File: config.mk
export PLATFORM = sky130hd
export DESIGN_NAME = controlador_de_interrupcao
export DESIGN_NICKNAME = d
export VERILOG_FILES = /design/src/rtl/controlador_de_interrupcao.sv
export SDC_FILE = /design/constraint.sdc
export NUM_CORES = 1
export LEC_CHECK = 0
export CAP_MARGIN = 10
export CORE_MARGIN = 2
export CORE_UTILIZATION = 35
export DETAILED_ROUTE_END_ITERATION = 7
export GPL_ROUTABILITY_DRIVEN = 0
export PLACE_DENSITY = 0.77
export SYNTH_ARGS = -nofsm -noshare
export SYNTH_HDL_FRONTEND = slang
export SYNTH_SLANG_ARGS = --single-unit
File: constraint.sdc
create_clock -name clk -period 1.3 [get_ports clk]
set_input_delay 0.195 -clock clk [delete_from_list [all_inputs] [get_ports clk]]
set_output_delay 0.195 -clock clk [all_outputs]
set_load 0.02 [all_outputs]
File: src/rtl/controlador_de_interrupcao.sv
// Interrupt controller: sticky pending causes, IDLE/REQ/SERVICE handshake with the control unit,
// user/kernel mode flag and an optional preemption timer enabled by the INTR_TIMER_EN macro.
module controlador_de_interrupcao #(
    parameter int unsigned QUANTUM = 1000
) (
    input  logic        clk,
    input  logic        rst,
    input  logic        userMode,
    input  logic        kernelMode,
    input  logic        inta,
    input  logic        clearIntr,
    input  logic        ioReq,
    input  logic        diskDone,
    input  logic [31:0] pc,
    output logic        intr,
    output logic [31:0] intCode,
    output logic [31:0] intPc,
    output logic        isUser
);

    typedef enum logic [1:0] {
        IDLE,
        REQ,
        SERVICE
    } state_t;

    localparam logic [31:0] CODE_NONE    = 32'd0;
    localparam logic [31:0] CODE_QUANTUM = 32'd1;
    localparam logic [31:0] CODE_INPUT   = 32'd2;
    localparam logic [31:0] CODE_DISK    = 32'd3;

    state_t      state;
    state_t      state_next;
    logic        intr_next;
    logic [31:0] code_next;
    logic [31:0] pc_next;
    logic        user_next;

    logic        pend_quantum;
    logic        pend_input;
    logic        pend_disk;
    logic        any_pending;

    logic        ack;
    logic [31:0] ack_code;
    logic        clr_input;
    logic        clr_disk;

    // Acknowledge only exists in REQ; the winning cause is the one cleared.
    always_comb begin
        ack         = (state == REQ) && inta;
        any_pending = pend_quantum || pend_input || pend_disk;
        ack_code    = CODE_NONE;
        if (pend_disk) begin
            ack_code = CODE_DISK;
        end else if (pend_input) begin
            ack_code = CODE_INPUT;
        end else if (pend_quantum) begin
            ack_code = CODE_QUANTUM;
        end
        clr_disk  = ack && pend_disk;
        clr_input = ack && !pend_disk && pend_input;
    end

    always_comb begin
        state_next = state;
        intr_next  = intr;
        code_next  = intCode;
        pc_next    = intPc;
        case (state)
            IDLE: begin
                if (isUser && any_pending) begin
                    state_next = REQ;
                    intr_next  = 1'b1;
                end
            end
            REQ: begin
                if (inta) begin
                    state_next = SERVICE;
                    intr_next  = 1'b0;
                    code_next  = ack_code;
                    pc_next    = pc;
                end
            end
            SERVICE: begin
                if (clearIntr) begin
                    state_next = IDLE;
                    code_next  = CODE_NONE;
                end
            end
            default: begin
                state_next = IDLE;
                intr_next  = 1'b0;
            end
        endcase
    end

    // Acknowledge drops to kernel as well, and kernelMode beats userMode.
    always_comb begin
        user_next = isUser;
        if (kernelMode || ack) begin
            user_next = 1'b0;
        end else if (userMode) begin
            user_next = 1'b1;
        end
    end

    always_ff @(posedge clk or negedge rst) begin
        if (!rst) begin
            state   <= IDLE;
            intr    <= 1'b0;
            intCode <= CODE_NONE;
            intPc   <= 32'd0;
            isUser  <= 1'b0;
        end else begin
            state   <= state_next;
            intr    <= intr_next;
            intCode <= code_next;
            intPc   <= pc_next;
            isUser  <= user_next;
        end
    end

    // A new event in the same cycle as its acknowledge keeps the bit set.
    always_ff @(posedge clk or negedge rst) begin
        if (!rst) begin
            pend_input <= 1'b0;
            pend_disk  <= 1'b0;
        end else begin
            pend_input <= ioReq || (pend_input && !clr_input);
            pend_disk  <= diskDone || (pend_disk && !clr_disk);
        end
    end

`ifdef INTR_TIMER_EN
    localparam logic [15:0] QUANTUM_LAST = 16'(QUANTUM - 1);

    logic [15:0] quantum_count;
    logic        count_en;
    logic        quantum_tick;
    logic        clr_quantum;

    always_comb begin
        count_en     = isUser && (state == IDLE);
        quantum_tick = count_en && !userMode && (quantum_count == QUANTUM_LAST);
        clr_quantum  = ack && !pend_disk && !pend_input && pend_quantum;
    end

    // Counts user time in IDLE only; restarts on each userMode and acknowledge.
    always_ff @(posedge clk or negedge rst) begin
        if (!rst) begin
            quantum_count <= 16'd0;
        end else if (userMode || ack) begin
            quantum_count <= 16'd0;
        end else if (count_en) begin
            quantum_count <= quantum_tick ? 16'd0 : quantum_count + 16'd1;
        end
    end

    always_ff @(posedge clk or negedge rst) begin
        if (!rst) begin
            pend_quantum <= 1'b0;
        end else begin
            pend_quantum <= quantum_tick || (pend_quantum && !clr_quantum);
        end
    end
`else
    assign pend_quantum = 1'b0;
`endif

endmodule

==> results of run 1 <==
[power by group through the flow]
stage | Sequential (uW) | Combinational (uW) | Clock (uW)
6_report | 2130 | 2830 | 754
5_1_grt | 2220 | 3010 | 850
4_1_cts | 2140 | 2870 | 798
3_5_place_dp | 2170 | 3240 | 0
3_3_place_gp | 2160 | 3200 | 0
2_1_floorplan | 2860 | 1190 | 0
[sequential cells by signal (all words and copies together), names as in the netlist]
name	count
intPc	32
intCode	2
isUser	1
pend_disk	1
intr	1
state	2
pend_input	1
[how the worst max path moves through the flow]
| stage | start | depth (start not counted) | slack (ns) | to |
|---|---|---|---|---|
| 6_report | state[1] | 3 | 0.02 | intPc[1] |
| 3_3_place_gp | inta | 4 | -0.22 | intPc[27] |
| 3_5_place_dp | inta | 4 | -0.26 | intPc[1] |
| 4_1_cts | state[0] | 3 | 0.008 | intPc[27] |
| 2_1_floorplan | state[1] | 4 | 0.02 | intPc[10] |
| 5_1_grt | state[0] | 3 | -0.02 | intPc[27] |
[stage by stage]
stage / power (uW) / instances / hold slack (ns) / instance area, um^2
CTS: 5810 / 285 / 0.418 / 2650
global placement: 5350 / 277 / 0.179 / 2610
global route: 6080 / 285 / 0.433 / 2650
detailed placement: 5410 / 277 / 0.191 / 2610
floorplan: 4050 / 160 / -0.101 / 1990
finish: 5720 / 285 / 0.414 / 2650
[cells by family (layout without fill, tap and decap cells)]
group / count (synthesis) / count (layout) / synth area share
buffers and inverters: 35 / 90 / 0.157
muxes: 33 / 33 / 0.249
DFF: 40 / 40 / 0.531
AOI/OAI and AO/OA: 10 / 10 / 0.0312
and+or+nand+nor: 12 / 12 / 0.0305
other: 1 / 30 / 0.00199
[worst max-delay path, cell delays in order (launching register included)]
cell	delay (ns)
dfrtp_1	0.37
nand3b_1	0.24
buf_12	0.22
mux2_4	0.32
[cell usage after synthesis (all sizes together)]
cell type  number
o22ai           1
dfrtp          40
nor3            2
nand3b          1
nand2           2
nor2            5
o21ai           4
conb            1
nand2b          1
a211oi          1
and2b           1
mux2           33
a21o            1
a21oi           2
inv             1
o31ai           1
buf            34
[per-layer routing]
layer	up-vias	share of wire	global-route usage
li1	549	-	-
met3	3	0.097	0.0453
met1	582	0.44	0.168
met5	-	0	0
met4	0	0.0052	0.0268
met2	72	0.46	0.197
[area by class of cell]
type                    count  share of cell area
flip-flops and latches     40               0.377
repair buffers             82               0.294
multi-input cells          85               0.265
well taps                  70              0.0330
clock buffers               6              0.0274
clock inverters             1             0.00189
inverters                   1             0.00142
[what timing repair did]
action                                  CTS  global route
endpoints found under the hold margin    40             0
endpoints found under the setup margin   37            32
hold buffers                              1             0
resized for setup                        37             0
==> metrics.cfg, run 1 <==
[power]
combPwrFrac=0.495
p_leak_uw=0.00132
switching_share=0.363
pwr-share-clk=0.132
ir_drop_mv=0.863
powerDensity_nw_per_um2=2160
switchingPower_uw=2080
internal_power_uw=3640
seqPwrFrac=0.373

[timing]
finalMaxSlewViolations=0
fin_crit_sh=0.984
worst_slack_ns=0.0212
setup_tns_ns=0
min_period_ns=1.28
final.setup_skew_ns=0.00471
hold_viol=0
setup_viol=0
rsz0062_at_grt=true
max_freq_mhz=782

[clocking]
cts.htree.levels=2
cts_tree=built
root_buffer=clkbuf_8
cts_sinks=40
clk_latency_ns=0.28
cts_buffers=5
cts_buffer_depth=2
postCtsSetupRepairBufs=0
clk_pin_slew_ns=0.07

[finish]
mostFrequentLayoutCells=dfrtp_1 (40), clkdlybuf4s50_1 (38), dlygate4sd2_1 (36)
final-seq-area_um2=1000
drive_above_1_share=0.214
fin_util=0.516
fin_nets=255
num_antenna_cells=0
layout.cells.most_common=dfrtp_1
area_growth_syn_to_layout_pct=40.7
multiInputGateArea_um2=702
fillers=479

[worst_setup_path]
r2r_end=intPc[1]
criticalPathCategory=reg -> reg
crit_path_end_kind=flip-flop
timing.rr.start=state[1]
crit_arrival_ns=1.45
reg2reg_slack_ns=0.02
r2r_cells=3
cp_max_fo=24
cp.required_ns=1.47
critPathLaunchType=flip-flop

[routing]
firstDrtPassIters=2
routed_wl_um=3630
wire_per_inst_um=12.7
ant_nets=0
num_vias=1206
first_iter_violations=48
routed_via_density=4.23
route.detailed.drc=0

[floorplanning]
die_w_um=77.4
fp-row-count=26
io_pins=106
dieArea_um2=5990
initial_utilization=0.367
die_y_um=77.4
coreArea_um2=5140

[outcome]
status=complete, no violations

[placed_design]
dpl_worst_slack_ns=-0.260
dp.final_hpwl_um=2620
port-buffer-count=75

[yosys]
ys_seq_area_frac=0.531
yosys.area.top_type=dfrtp_1
synth_cell_types=21
ys_ff_latch=40
synth_area_um2=1890
syn_inst=131
synth_top_area_frac=0.531
synth_area_leaders=dfrtp_1 (53%), mux2_4 (21%), buf_4 (12%)
synth_area_per_cell_um2=14.4
yosysWarnings=0

[global_routing]
grt_pass1_vias=1176
grt_pass1_wl_um=6020
grt_overflow_total=0
track_usage=0.126
grt_max_degree=41
antenna_found_initial=0

[hold_path]
holdCritPathClass=in -> async

[job]
cap_violations=0

No activity file was read; power rests on OpenSTA's default activity.
==> run 2: changes to the inputs <==
--- a/config.mk
+++ b/config.mk
@@ -8,9 +8,10 @@
 export CAP_MARGIN = 10
 export CORE_MARGIN = 2
 export CORE_UTILIZATION = 35
+export CTS_CLUSTER_DIAMETER = 200
 export DETAILED_ROUTE_END_ITERATION = 7
 export GPL_ROUTABILITY_DRIVEN = 0
-export PLACE_DENSITY = 0.77
+export PLACE_DENSITY = 0.74
 export SYNTH_ARGS = -nofsm -noshare
 export SYNTH_HDL_FRONTEND = slang
 export SYNTH_SLANG_ARGS = --single-unit
==> constraint.sdc (replaced) <==
create_clock -name clk -period 1.25 [get_ports clk]
set_input_delay 0.1875 -clock clk [delete_from_list [all_inputs] [get_ports clk]]
set_output_delay 0.1875 -clock clk [all_outputs]
set_load 0.02 [all_outputs]
==> metrics.cfg, run 2 (synthesis results as in run 1) <==
[outcome]
status=complete, but fails checks
violations=setup timing

[worst_setup_path]
crit_path_end_kind=flip-flop
cp_max_fo=8  ; -67%
crit_arrival_ns=1.44  ; about the same
cp.required_ns=1.43  ; -0.04 ns
critPathLaunchType=flip-flop
criticalPathCategory=reg -> reg

[power]
seqPwrFrac=0.333  ; -0.040
switching_share=0.333  ; -0.0298
switchingPower_uw=2240  ; +7.6%
pwr-share-clk=0.217  ; +0.085
powerDensity_nw_per_um2=2390  ; +11%
internal_power_uw=4470  ; +23%
p_leak_uw=0.00139  ; +4.9%
ir_drop_mv=0.933  ; +8.0%
combPwrFrac=0.450  ; -0.045

[hold_path]
holdCritPathClass=in -> async

[finish]
largestRegisters=intPc x32, intCode x2, state x2
num_antenna_cells=0  ; unchanged
fillers=460  ; -4.0%
final-seq-area_um2=1000  ; unchanged
multiInputGateArea_um2=698  ; -0.53%
area_growth_syn_to_layout_pct=48.5
layout.cells.most_common=dfrtp_1
drive_above_1_share=0.236  ; +0.0224
mostFrequentLayoutCells=dfrtp_1 (40), clkdlybuf4s50_1 (38), dlygate4sd2_1 (34)
fin_nets=259  ; +1.6%
regMostFlops=intPc
largest_reg_flops=32  ; unchanged

[routing]
wire_per_inst_um=12.9  ; +1.3%
route.detailed.drc=0  ; unchanged
firstDrtPassIters=4  ; +2
first_iter_violations=34  ; -29%
routed_via_density=4.07  ; -3.9%
routed_wl_um=3740  ; +3.1%
num_vias=1179  ; -2.2%
ant_nets=0  ; unchanged

[timing]
finalMaxSlewViolations=0  ; unchanged
fin_crit_sh=1.01  ; +0.0259
hold_slack_ns=0.388  ; -0.0260 ns
setup_viol=12  ; +12
rsz0062_at_grt=true
final.setup_skew_ns=0.00505  ; +0.000337 ns
worst_slack_ns=-0.0121  ; -0.0332 ns
min_period_ns=1.26  ; -0.0168 ns
max_freq_mhz=792  ; +1.3%
hold_viol=0  ; unchanged

[floorplanning]
initial_utilization=0.367  ; unchanged
fp-row-count=26  ; unchanged
die_w_um=77.4  ; unchanged
io_pins=106  ; unchanged
dieArea_um2=5990  ; unchanged
coreArea_um2=5140  ; unchanged
die_y_um=77.4  ; unchanged

[global_routing]
track_usage=0.128  ; +0.00272
grt_overflow_total=0  ; unchanged
grt_pass1_wl_um=5950  ; -1.1%
grt_max_degree=41  ; unchanged
antenna_found_initial=0  ; unchanged
grt_pass1_vias=1193  ; +1.4%

[placed_design]
port-buffer-count=75  ; unchanged
dp.final_hpwl_um=2690  ; +2.6%
dpl_worst_slack_ns=-0.287  ; -0.0264 ns

[clocking]
cts.htree.levels=2  ; unchanged
cts_buffer_depth=2  ; unchanged
clk_latency_ns=0.29  ; about the same
cts_buffers=5  ; unchanged
root_buffer=clkbuf_8
cts_sinks=40  ; unchanged
cts_tree=built
clk_pin_slew_ns=0.08  ; about the same

[job]
cap_violations=0  ; unchanged

## run 2: changes by cell type in the layout (fill, tap and decap cells not counted), sizes merged
cell and change:
buf +3, bufinv +3, clkdlybuf4s15 +2, dlygate4sd2 -2
clkinv -1
## run 2: area by class of cell
cell class | count | area share
Sequential cell | 40 | 0.357
Timing Repair Buffer | 86 | 0.304
Multi-Input combinational cell | 85 | 0.249
Clock inverter | 3 | 0.0322
Tap cell | 70 | 0.0313
Clock buffer | 5 | 0.0246
Inverter | 1 | 0.00134
## run 2: timing repair
action,in CTS,in global routing
endpoints found under the hold margin,40,0
hold buffers,1,0
resized for setup,38,9
setup buffers,0,1
gates cloned,0,1
setup endpoints to repair,58,35
## run 2: worst max-delay path: stages (launching register included)
cell,delay [ns]
dfrtp_1,0.38
nand3b_1,0.16
buf_6,0.15
clkbuf_16,0.16
mux2_4,0.29
## run 2: final timing paths
| check | from | end | slack (ns) | cells past startpoint |
|---|---|---|---|---|
| max | state[1] | intPc[5] | -0.01 | 4 |
| min | rst | intPc[28] | 0.39 | 3 |
| max reg2reg | state[1] | intPc[5] | -0.01 | 4 |
| min reg2reg | intPc[1] | intPc[1] | 0.50 | 1 |
| max in group asynchronous | rst | intPc[30] | 0.66 | 3 |
| min in group clk | kernelMode | isUser | 0.45 | 2 |
## run 2: metal layers
metal / track usage / wire length (um) / up-vias
li1: - / - / 557
met1: 0.166 / 1700 / 545
met4: 0.0375 / 42 / 0
met5: 0 / 0 / -
met3: 0.0570 / 366 / 6
met2: 0.195 / 1630 / 71
## run 2: through the flow
| step | instances | cell area [um^2] | util | TNS (ns) | power (uW) |
|---|---|---|---|---|---|
| after global routing | 290 | 2800 | 0.545 | -0.701 | 7060 |
| after global placement | 279 | 2610 | 0.508 | -7.42 | 5570 |
| after detailed placement | 279 | 2610 | 0.508 | -8.47 | 5620 |
| final | 290 | 2800 | 0.545 | -0.0748 | 6700 |
| after CTS | 288 | 2740 | 0.533 | -0.104 | 6690 |
| after floorplan | 160 | 1990 | - | -0.870 | 4210 |
## run 2: power groups by stage
stage	Combinational, uW	Sequential (uW)	Clock (uW)
after detailed placement	3370	2250	0
final	3020	2230	1460
after floorplan	1230	2980	0
after CTS	2970	2230	1490
after global routing	3200	2320	1540
after global placement	3300	2260	0
